<file path="config.mk">
export PLATFORM = sky130hd
export DESIGN_NAME = relu_backward_sched
export DESIGN_NICKNAME = d
export VERILOG_FILES = /design/src/rtl/relu_backward_sched.sv
export SDC_FILE = /design/constraint.sdc
export NUM_CORES = 1
export LEC_CHECK = 0
export ABC_CLOCK_PERIOD_IN_PS = 2500
export BUFFER_PORTS_ARGS = -buffer_cell sky130_fd_sc_hd__clkbuf_2
export CAP_MARGIN = 10
export CELL_PAD_IN_SITES_DETAIL_PLACEMENT = 0
export CELL_PAD_IN_SITES_GLOBAL_PLACEMENT = 1
export CORE_MARGIN = 4
export CORE_UTILIZATION = 33
export DETAILED_ROUTE_END_ITERATION = 16
export PLACE_DENSITY = 0.89
export SYNTH_ARGS = -nofsm -noshare
export SYNTH_HDL_FRONTEND = slang
export SYNTH_SLANG_ARGS = --single-unit
</file>
<file path="constraint.sdc">
create_clock -name clk -period 2.5 [get_ports clk]
set_input_delay 0.25 -clock clk [delete_from_list [all_inputs] [get_ports clk]]
set_output_delay 0.25 -clock clk [all_outputs]
set_load 0.005 [all_outputs]
</file>
<file path="src/rtl/relu_backward_sched.sv">
// relu_backward_sched
//   Runs one ReLU-backward job at a time through the WIDTH-lane relu backward
//   vector layer. A command gives a source base, a destination base, a length
//   and an id. The block issues one source read per non-held cycle. Each read
//   is tracked through memory plus layer latency with a valid shift register,
//   and a destination write is raised when the read's result leaves the layer.
//   When the job is finished, done pulses for one cycle carrying the job id.
//
//   Optional feature macro: RELU_BWD_PERF_EN
//     defined   : perf_cycles / perf_hold are saturating job counters
//     undefined : perf_cycles / perf_hold are tied to zero
//
// Ports
//   clk, reset              clock, synchronous active-high reset
//   cmd_valid/cmd_ready     command handshake (ready only while idle)
//   cmd_src/dst/len/id      job source base, destination base, length, id
//   hold                    pauses read issue; in-flight vectors keep moving
//   rd_en/rd_addr           source memory read strobe and address
//   layer_id/layer_id_in    id sent to the layer / id echoed back by the layer
//   wr_en/wr_addr           destination write strobe and address
//   busy                    a job is active (issue, drain or done)
//   done/done_id            one-cycle completion pulse and the job id
//   id_err                  sticky echoed-id mismatch, cleared on accept
//   perf_cycles/perf_hold   job cycle count / held-issue cycle count
module relu_backward_sched #(
  parameter int unsigned ADDR_W   = 16,
  parameter int unsigned LEN_W    = 16,
  parameter int unsigned MEM_LAT  = 2,
  parameter int unsigned PIPE_LAT = 1
) (
  input  logic              clk,
  input  logic              reset,
  input  logic              cmd_valid,
  output logic              cmd_ready,
  input  logic [ADDR_W-1:0] cmd_src,
  input  logic [ADDR_W-1:0] cmd_dst,
  input  logic [LEN_W-1:0]  cmd_len,
  input  logic [7:0]        cmd_id,
  input  logic              hold,
  output logic              rd_en,
  output logic [ADDR_W-1:0] rd_addr,
  output logic [7:0]        layer_id,
  input  logic [7:0]        layer_id_in,
  output logic              wr_en,
  output logic [ADDR_W-1:0] wr_addr,
  output logic              busy,
  output logic              done,
  output logic [7:0]        done_id,
  output logic              id_err,
  output logic [31:0]       perf_cycles,
  output logic [31:0]       perf_hold
);

  localparam int unsigned L = MEM_LAT + PIPE_LAT;

  typedef enum logic [1:0] {
    S_IDLE  = 2'd0,
    S_ISSUE = 2'd1,
    S_DRAIN = 2'd2,
    S_DONE  = 2'd3
  } state_t;

  state_t            r_state;
  state_t            w_state_nxt;

  logic [ADDR_W-1:0] r_raddr;
  logic [ADDR_W-1:0] r_waddr;
  logic [LEN_W-1:0]  r_rem;
  logic [7:0]        r_id;
  logic              r_id_err;
  logic [L-1:0]      r_vld;

  logic [L-1:0]      w_vld_sh;
  logic [L-1:0]      w_vld_nxt;
  logic              w_accept;
  logic              w_rd_en;
  logic              w_wr_en;
  logic              w_busy;
  logic              w_done;

  assign w_accept  = cmd_valid & (r_state == S_IDLE);
  assign w_wr_en   = r_vld[L-1];
  // Shifted-only image of the tracker; while draining no new read enters, so
  // an all-zero shift means the last write is happening this cycle.
  assign w_vld_sh  = r_vld << 1;
  assign w_vld_nxt = w_vld_sh | L'(w_rd_en);

  always_ff @(posedge clk) begin
    if (reset) begin
      r_state <= S_IDLE;
    end else begin
      r_state <= w_state_nxt;
    end
  end

  always_comb begin
    w_state_nxt = r_state;
    w_rd_en     = 1'b0;
    w_busy      = 1'b1;
    w_done      = 1'b0;
    unique case (r_state)
      S_IDLE: begin
        w_busy = 1'b0;
        if (w_accept) begin
          w_state_nxt = (cmd_len == '0) ? S_DONE : S_ISSUE;
        end
      end
      S_ISSUE: begin
        w_rd_en = ~hold;
        if (w_rd_en && (r_rem == LEN_W'(1))) begin
          w_state_nxt = S_DRAIN;
        end
      end
      S_DRAIN: begin
        if (w_vld_sh == '0) begin
          w_state_nxt = S_DONE;
        end
      end
      S_DONE: begin
        w_done      = 1'b1;
        w_state_nxt = S_IDLE;
      end
      default: begin
        w_state_nxt = S_IDLE;
      end
    endcase
  end

  always_ff @(posedge clk) begin
    if (reset) begin
      r_raddr  <= '0;
      r_waddr  <= '0;
      r_rem    <= '0;
      r_id     <= '0;
      r_id_err <= 1'b0;
      r_vld    <= '0;
    end else begin
      r_vld <= w_vld_nxt;
      if (w_accept) begin
        r_raddr  <= cmd_src;
        r_waddr  <= cmd_dst;
        r_rem    <= cmd_len;
        r_id     <= cmd_id;
        r_id_err <= 1'b0;
      end else begin
        if (w_rd_en) begin
          r_raddr <= r_raddr + ADDR_W'(1);
          r_rem   <= r_rem - LEN_W'(1);
        end
        if (w_wr_en) begin
          r_waddr <= r_waddr + ADDR_W'(1);
          if (layer_id_in != r_id) begin
            r_id_err <= 1'b1;
          end
        end
      end
    end
  end

  assign cmd_ready = ~w_busy;
  assign busy      = w_busy;
  assign rd_en     = w_rd_en;
  assign rd_addr   = w_rd_en ? r_raddr : '0;
  assign wr_en     = w_wr_en;
  assign wr_addr   = w_wr_en ? r_waddr : '0;
  assign layer_id  = w_busy ? r_id : '0;
  assign done      = w_done;
  assign done_id   = w_done ? r_id : '0;
  assign id_err    = r_id_err;

`ifdef RELU_BWD_PERF_EN
  logic [31:0] r_perf_cycles;
  logic [31:0] r_perf_hold;

  always_ff @(posedge clk) begin
    if (reset) begin
      r_perf_cycles <= '0;
      r_perf_hold   <= '0;
    end else if (w_accept) begin
      r_perf_cycles <= '0;
      r_perf_hold   <= '0;
    end else begin
      if (w_busy && (r_perf_cycles != '1)) begin
        r_perf_cycles <= r_perf_cycles + 32'd1;
      end
      if ((r_state == S_ISSUE) && hold && (r_perf_hold != '1)) begin
        r_perf_hold <= r_perf_hold + 32'd1;
      end
    end
  end

  assign perf_cycles = r_perf_cycles;
  assign perf_hold   = r_perf_hold;
`else
  assign perf_cycles = '0;
  assign perf_hold   = '0;
`endif

endmodule

</file>
[Word-level counts from Yosys, hierarchy flattened]
Cells that the tools add are included.
Cells by class
  muxes and demuxes: 18
  reduce and logical (&&, ||, !) cells: 9
  add/subtract/negate cells: 3
  bitwise logic cells: 3
  equal/unequal tests: 8
Operator list (count)
  two-way mux 16 bit: 8
  adder 16 x 1 -> 16 bit (second input constant): 2
  == test 16 x 1 -> 1 bit (second input constant): 1
  logical NOT 16 bit: 1
  two-way mux 8 bit: 2
  subtractor 16 x 1 -> 16 bit (second input constant): 1
  two-way mux 2 bit: 4
  inequality test 8 bit: 1
  case mux 2 bit (4 select lines): 1
  == test 2 bit (second input constant): 2
  inequality test 2 bit (second input constant): 2
  nonzero test 2 bit: 2
  logical NOT 3 bit: 1
  two-way mux 1 bit: 3
  bitwise OR 3 x 1 -> 3 bit: 1
  AND reduction 3 bit: 1
  == test 2 x 1 -> 1 bit (second input constant): 1
  logical NOT 2 bit: 1
  inequality test 2 x 1 -> 1 bit (second input constant): 1
  AND reduction 2 bit: 1
  OR reduction 2 bit: 1
  AND 1 bit: 1
  logical AND 1 bit: 1
  NOT 1 bit: 1
Word-level totals
  output and inout port bits: 118
  bits in registers: 62
  bits of input ports: 68
  word-level logic and storage cells: 48

[Depth between registers and ports, before layout]
  depth after elaboration: 4
  gate-level depth with buffers: 8
  mapped depth without buffers: 6

[Worst setup path after synthesis]
Ideal clock, no wire load.
  path kind: register to register
  from: register r_state[1]
  to: register r_rem[14]
  setup time: 0.091 ns
  path slack: 0.485 ns
  buffers on the path: 0
  data arrival time: 1.924 ns
  cell stages (with the launch flop): 7
  required time: 2.409 ns
  clock period less this slack: 2.015 ns
  path through: dfxtp_1 > inv_1 > ha_1 > nand3b_1 > or4_1 > or3_1 > a311oi_1
Between the ends
  word-level cells in the longest chain between the ends: 3
  elaborated cells on any way between the ends: 6
  classes of those cells: eq/ne (1); mux (2); bitwise (1); reduce/logical (2)
Ends and longest elaborated chain
  from (decl): RTL line 63  | state_t r_state;
  from (signal assigned): RTL line 92  | r_state <= w_state_nxt;
  == test 2 x 1 -> 1 bit / logical NOT 2 bit (equally long branches): RTL line 101, 81
  two-way mux 1 bit / AND 1 bit (equally long branches): RTL line 101, 81
  nonzero test 2 bit (no source line) / two-way mux 16 bit (equally long branches)
  to (signal assigned): RTL line 142  | r_rem <= cmd_len;
  to (signal assigned): RTL line 148  | r_rem <= r_rem - LEN_W'(1);
  to (decl): RTL line 68  | logic [LEN_W-1:0] r_rem;
Several ways; a longest one is shown, not always the timed one.
A chain may end at the register's enable or synchronous reset.

[Worst setup path in the final report]
  from: register r_state[1]
  to: output rd_addr[5]
Between the ends
  word-level cells in the longest chain between the ends: 3
Ends and longest elaborated chain
  == test 2 x 1 -> 1 bit: RTL line 101  | unique case (r_state)
  two-way mux 1 bit: RTL line 101
  two-way mux 16 bit: RTL line 163  | assign rd_addr = w_rd_en ? r_raddr : '0;
  to (decl): RTL line 41  | output logic [ADDR_W-1:0] rd_addr,
No other way between the ends.

==> results.sh <==
export IMPL_gr_usage_all_layers=0.145
export IMPL_synth_avg_cell_area_um2=8.02
export IMPL_cp_required_ns=2.25
export IMPL_worstSetupEndpointType="output pin"
export IMPL_maxCapViolCount=0
export IMPL_cts_sinks=62
export IMPL_yosys_mux_area_fraction=0.00493
export IMPL_fin_crit_sh=0.935
export IMPL_rsz0062_at_grt="false"
export IMPL_nets=698
export IMPL_cts_made_buffers=9
export IMPL_ys_warn_count=0
export IMPL_drtAntennaViolNets=0
export IMPL_antenna_found_initial=0
export IMPL_crit_fanout=9
export IMPL_synth_ff_type="dfxtp_1"
export IMPL_outcome="complete, no violations"
export IMPL_routed_wl_mm=10.8
export IMPL_netlist_instances=507
export IMPL_grt_use_met1=0.184
export IMPL_cts_tree="built"
export IMPL_synth_compound_area_frac=0.147
export IMPL_period_minus_slack_ns=2.34
export IMPL_power_density_nw_per_um2=861
export IMPL_post_route_cell_area_um2=4970
export IMPL_synthXorXnorAreaFrac=0.0797
export IMPL_grt_max_degree=63
export IMPL_yosys_register_bits=62
export IMPL_finalSetupViolations=0
export IMPL_holdPathStages=3
export IMPL_grt_busiest_layer="met2"
export IMPL_ys_seq_area_frac=0.305
export IMPL_area_delta_synth_final_pct=22.2
export IMPL_place_area_um2=4620
export IMPL_dr_pass1_iters=5
export IMPL_std_cell_rows=40
export IMPL_clock_root_buffer="clkbuf_16"
export IMPL_fin_tns_setup_ns=0
export IMPL_regArea_um2=1240
export IMPL_tightest_slew_ns=0.597
export IMPL_synthSimpleGateAreaFrac=0.287
export IMPL_vias=3776
export IMPL_die_h_um=119
export IMPL_p_leak_nw=2.12
export IMPL_port_buffers=121
export IMPL_synth_fa_ha_area_frac=0.0246
export IMPL_cts_buffer_depth=2
export IMPL_slew_viol_final=0
export IMPL_finClkSkew_ns=0.00410
export IMPL_timing_final_hold_violations=0
export IMPL_core_area_um2=12000
export IMPL_grt_pass1_wl_mm=17.1
export IMPL_grt_overflow_total=0
export IMPL_synth_edf_count=0
export IMPL_initial_utilization=0.338
export IMPL_synth_area_um2=4060
export IMPL_vdd_drop_max_mv=0.306
export IMPL_synth_top_cell_by_area="dfxtp_1"
export IMPL_drive_above_1_share=0.246
export IMPL_ys_types=42
export IMPL_reg2reg_depth=7
export IMPL_vias_per_cell=4.88
export IMPL_crit_start="r_state[1]$_SDFFE_PP0P_"
export IMPL_multiInputGateArea_um2=2460
export IMPL_use_met3=0.0404
export IMPL_met2_usage=0.241
export IMPL_die_x_um=119
export IMPL_hold_slack_ns=0.152
export IMPL_synth_most_common_cell="buf_4"
export IMPL_path_clk_slew_ns=0.05
export IMPL_hpwl_mm=8.23
export IMPL_drc=0
export IMPL_r2r_start="r_state[1]$_SDFFE_PP0P_"
export IMPL_insertion_delay_ns=0.32
export IMPL_synth_top_area_frac=0.305
export IMPL_min_path_type="in2reg"
export IMPL_drtIter0Drc=311
export IMPL_r2r_end="r_rem[12]$_SDFFE_PP0P_"
export IMPL_ys_top_cells_by_area="dfxtp_1 31%, buf_4 12%, and2_1 6.5%"
export IMPL_grt_pass1_vias=3466
export IMPL_dieArea_um2=14200
export IMPL_slew_headroom=0.599
export IMPL_arrival_ns=2.09
export IMPL_synthArstFlopShare=0
export IMPL_max_freq_ghz=0.428
export IMPL_yosys_top_cells_count="64 x buf_4, 62 x dfxtp_1, 53 x nor2_1"
export IMPL_r2r_slack_ns=0.35
export IMPL_worstSetupStartpointType="flop"
export IMPL_io_pins=186
export IMPL_htree_levels=3
export IMPL_finish_utilization=0.413
export IMPL_fillers=1244
export IMPL_post_drt_wl_per_cell_um=13.9
export IMPL_antenna_cells=0
export IMPL_path_class="reg2out"
export IMPL_place_congestion=0.832
export IMPL_worstSetupEndpoint="rd_addr[5]"
export IMPL_synth_top_family_by_area="simple AND/OR/NAND/NOR gates"
-- cell families (layout without fill, tap and decap cells) --
logic type	Yosys count	in the layout
buffers and inverters	99	156
XOR/XNOR	37	37
AND/OR/NAND/NOR	215	215
AO/OA/AOI/OAI	83	83
multiplexers	2	2
adder cells (fa/ha/maj)	8	8
flip-flops	62	62
other	1	64
-- cell usage in the layout, fill, tap and decap left out, types with 2 or more instances in the layout --
| cell | synthesis | layout |
|---|---|---|
| a211oi_1 | 33 | 33 |
| a21oi_1 | 12 | 12 |
| a311oi_1 | 16 | 16 |
| and2_1 | 42 | 42 |
| and4_1 | 5 | 5 |
| buf_12 | 0 | 2 |
| buf_4 | 64 | 9 |
| bufinv_16 | 0 | 2 |
| clkbuf_16 | 0 | 9 |
| clkbuf_2 | 1 | 121 |
| clkbuf_8 | 0 | 3 |
| conb_1 | 1 | 64 |
| dfxtp_1 | 62 | 62 |
| ha_1 | 8 | 8 |
| inv_1 | 8 | 8 |
| mux2i_1 | 2 | 2 |
| nand2_1 | 32 | 31 |
| nand3_1 | 15 | 15 |
| nand4_1 | 10 | 10 |
| nand4b_1 | 2 | 2 |
| nor2_1 | 53 | 53 |
| nor2b_1 | 13 | 13 |
| nor3_1 | 5 | 5 |
| nor4_1 | 9 | 9 |
| o21a_1 | 2 | 2 |
| o21ai_0 | 8 | 8 |
| o31ai_1 | 9 | 9 |
| or3_1 | 9 | 9 |
| or4_1 | 10 | 10 |
| xnor2_1 | 20 | 20 |
| xor2_1 | 17 | 17 |
-- metrics by stage --
stage	worst slack, ns	total power [W]	instances
2_1_floorplan	0.485	0.00249	570
3_3_place_gp	0.397	0.00283	758
3_5_place_dp	0.262	0.00288	758
4_1_cts	0.137	0.00429	774
5_1_grt	0.00327	0.00455	774
6_report	0.163	0.00428	774
-- timing repair --
item,CTS,global route
resized for setup,0,1
buffers inserted,0,0
endpoints found under the setup margin,0,1
hold buffers,0,0
-- power breakdown --
group	switching [W]	leakage, nW	internal, W	total (W)
Sequential	0.000309	0.512	0.00126	0.00157
Combinational	0.000731	1.45	0.000588	0.00132
Clock	0.000440	0.166	0.000953	0.00139
Total	0.00148	2.12	0.00280	0.00428
-- flip-flops by register name, summed over array words and instances, names as in the netlist --
name	flops
r_raddr	16
r_vld	3
r_waddr	16
r_id	8
r_rem	16
r_state	2
id_err	1
-- critical path, cell delays in order (launching register included) --
cell	delay, ns
dfxtp_1	0.33
inv_1	0.11
ha_1	0.33
nor2b_1	0.49
buf_4	0.25
and2_1	0.15
clkbuf_2	0.12
-- per-layer routing --
metal,part of all wire,vias up
met5,0,-
met4,0.013,0
met3,0.074,11
met2,0.48,147
met1,0.43,1728
li1,-,1890
-- cell type report --
cell class                 instances  share of cell area
sequential                        62               0.250
inverter                           8             0.00605
timing repair buffer             132               0.144
multi-input combinational        409               0.496
clock buffer                      13              0.0544
clock inverter                     3              0.0131
tap                              147              0.0370
-- how the worst min path moves through the flow --
stage / start / end / slack (ns)
2_1_floorplan: cmd_id[0] / r_id[0]$_SDFFE_PP0P_ / 0.39
3_3_place_gp: id_err$_SDFFE_PP0P_ / id_err$_SDFFE_PP0P_ / 0.45
3_5_place_dp: id_err$_SDFFE_PP0P_ / id_err$_SDFFE_PP0P_ / 0.45
4_1_cts: cmd_id[1] / r_id[1]$_SDFFE_PP0P_ / 0.14
5_1_grt: cmd_id[4] / r_id[4]$_SDFFE_PP0P_ / 0.15
6_report: cmd_id[1] / r_id[1]$_SDFFE_PP0P_ / 0.15
No activity file was read; power rests on OpenSTA's default activity.
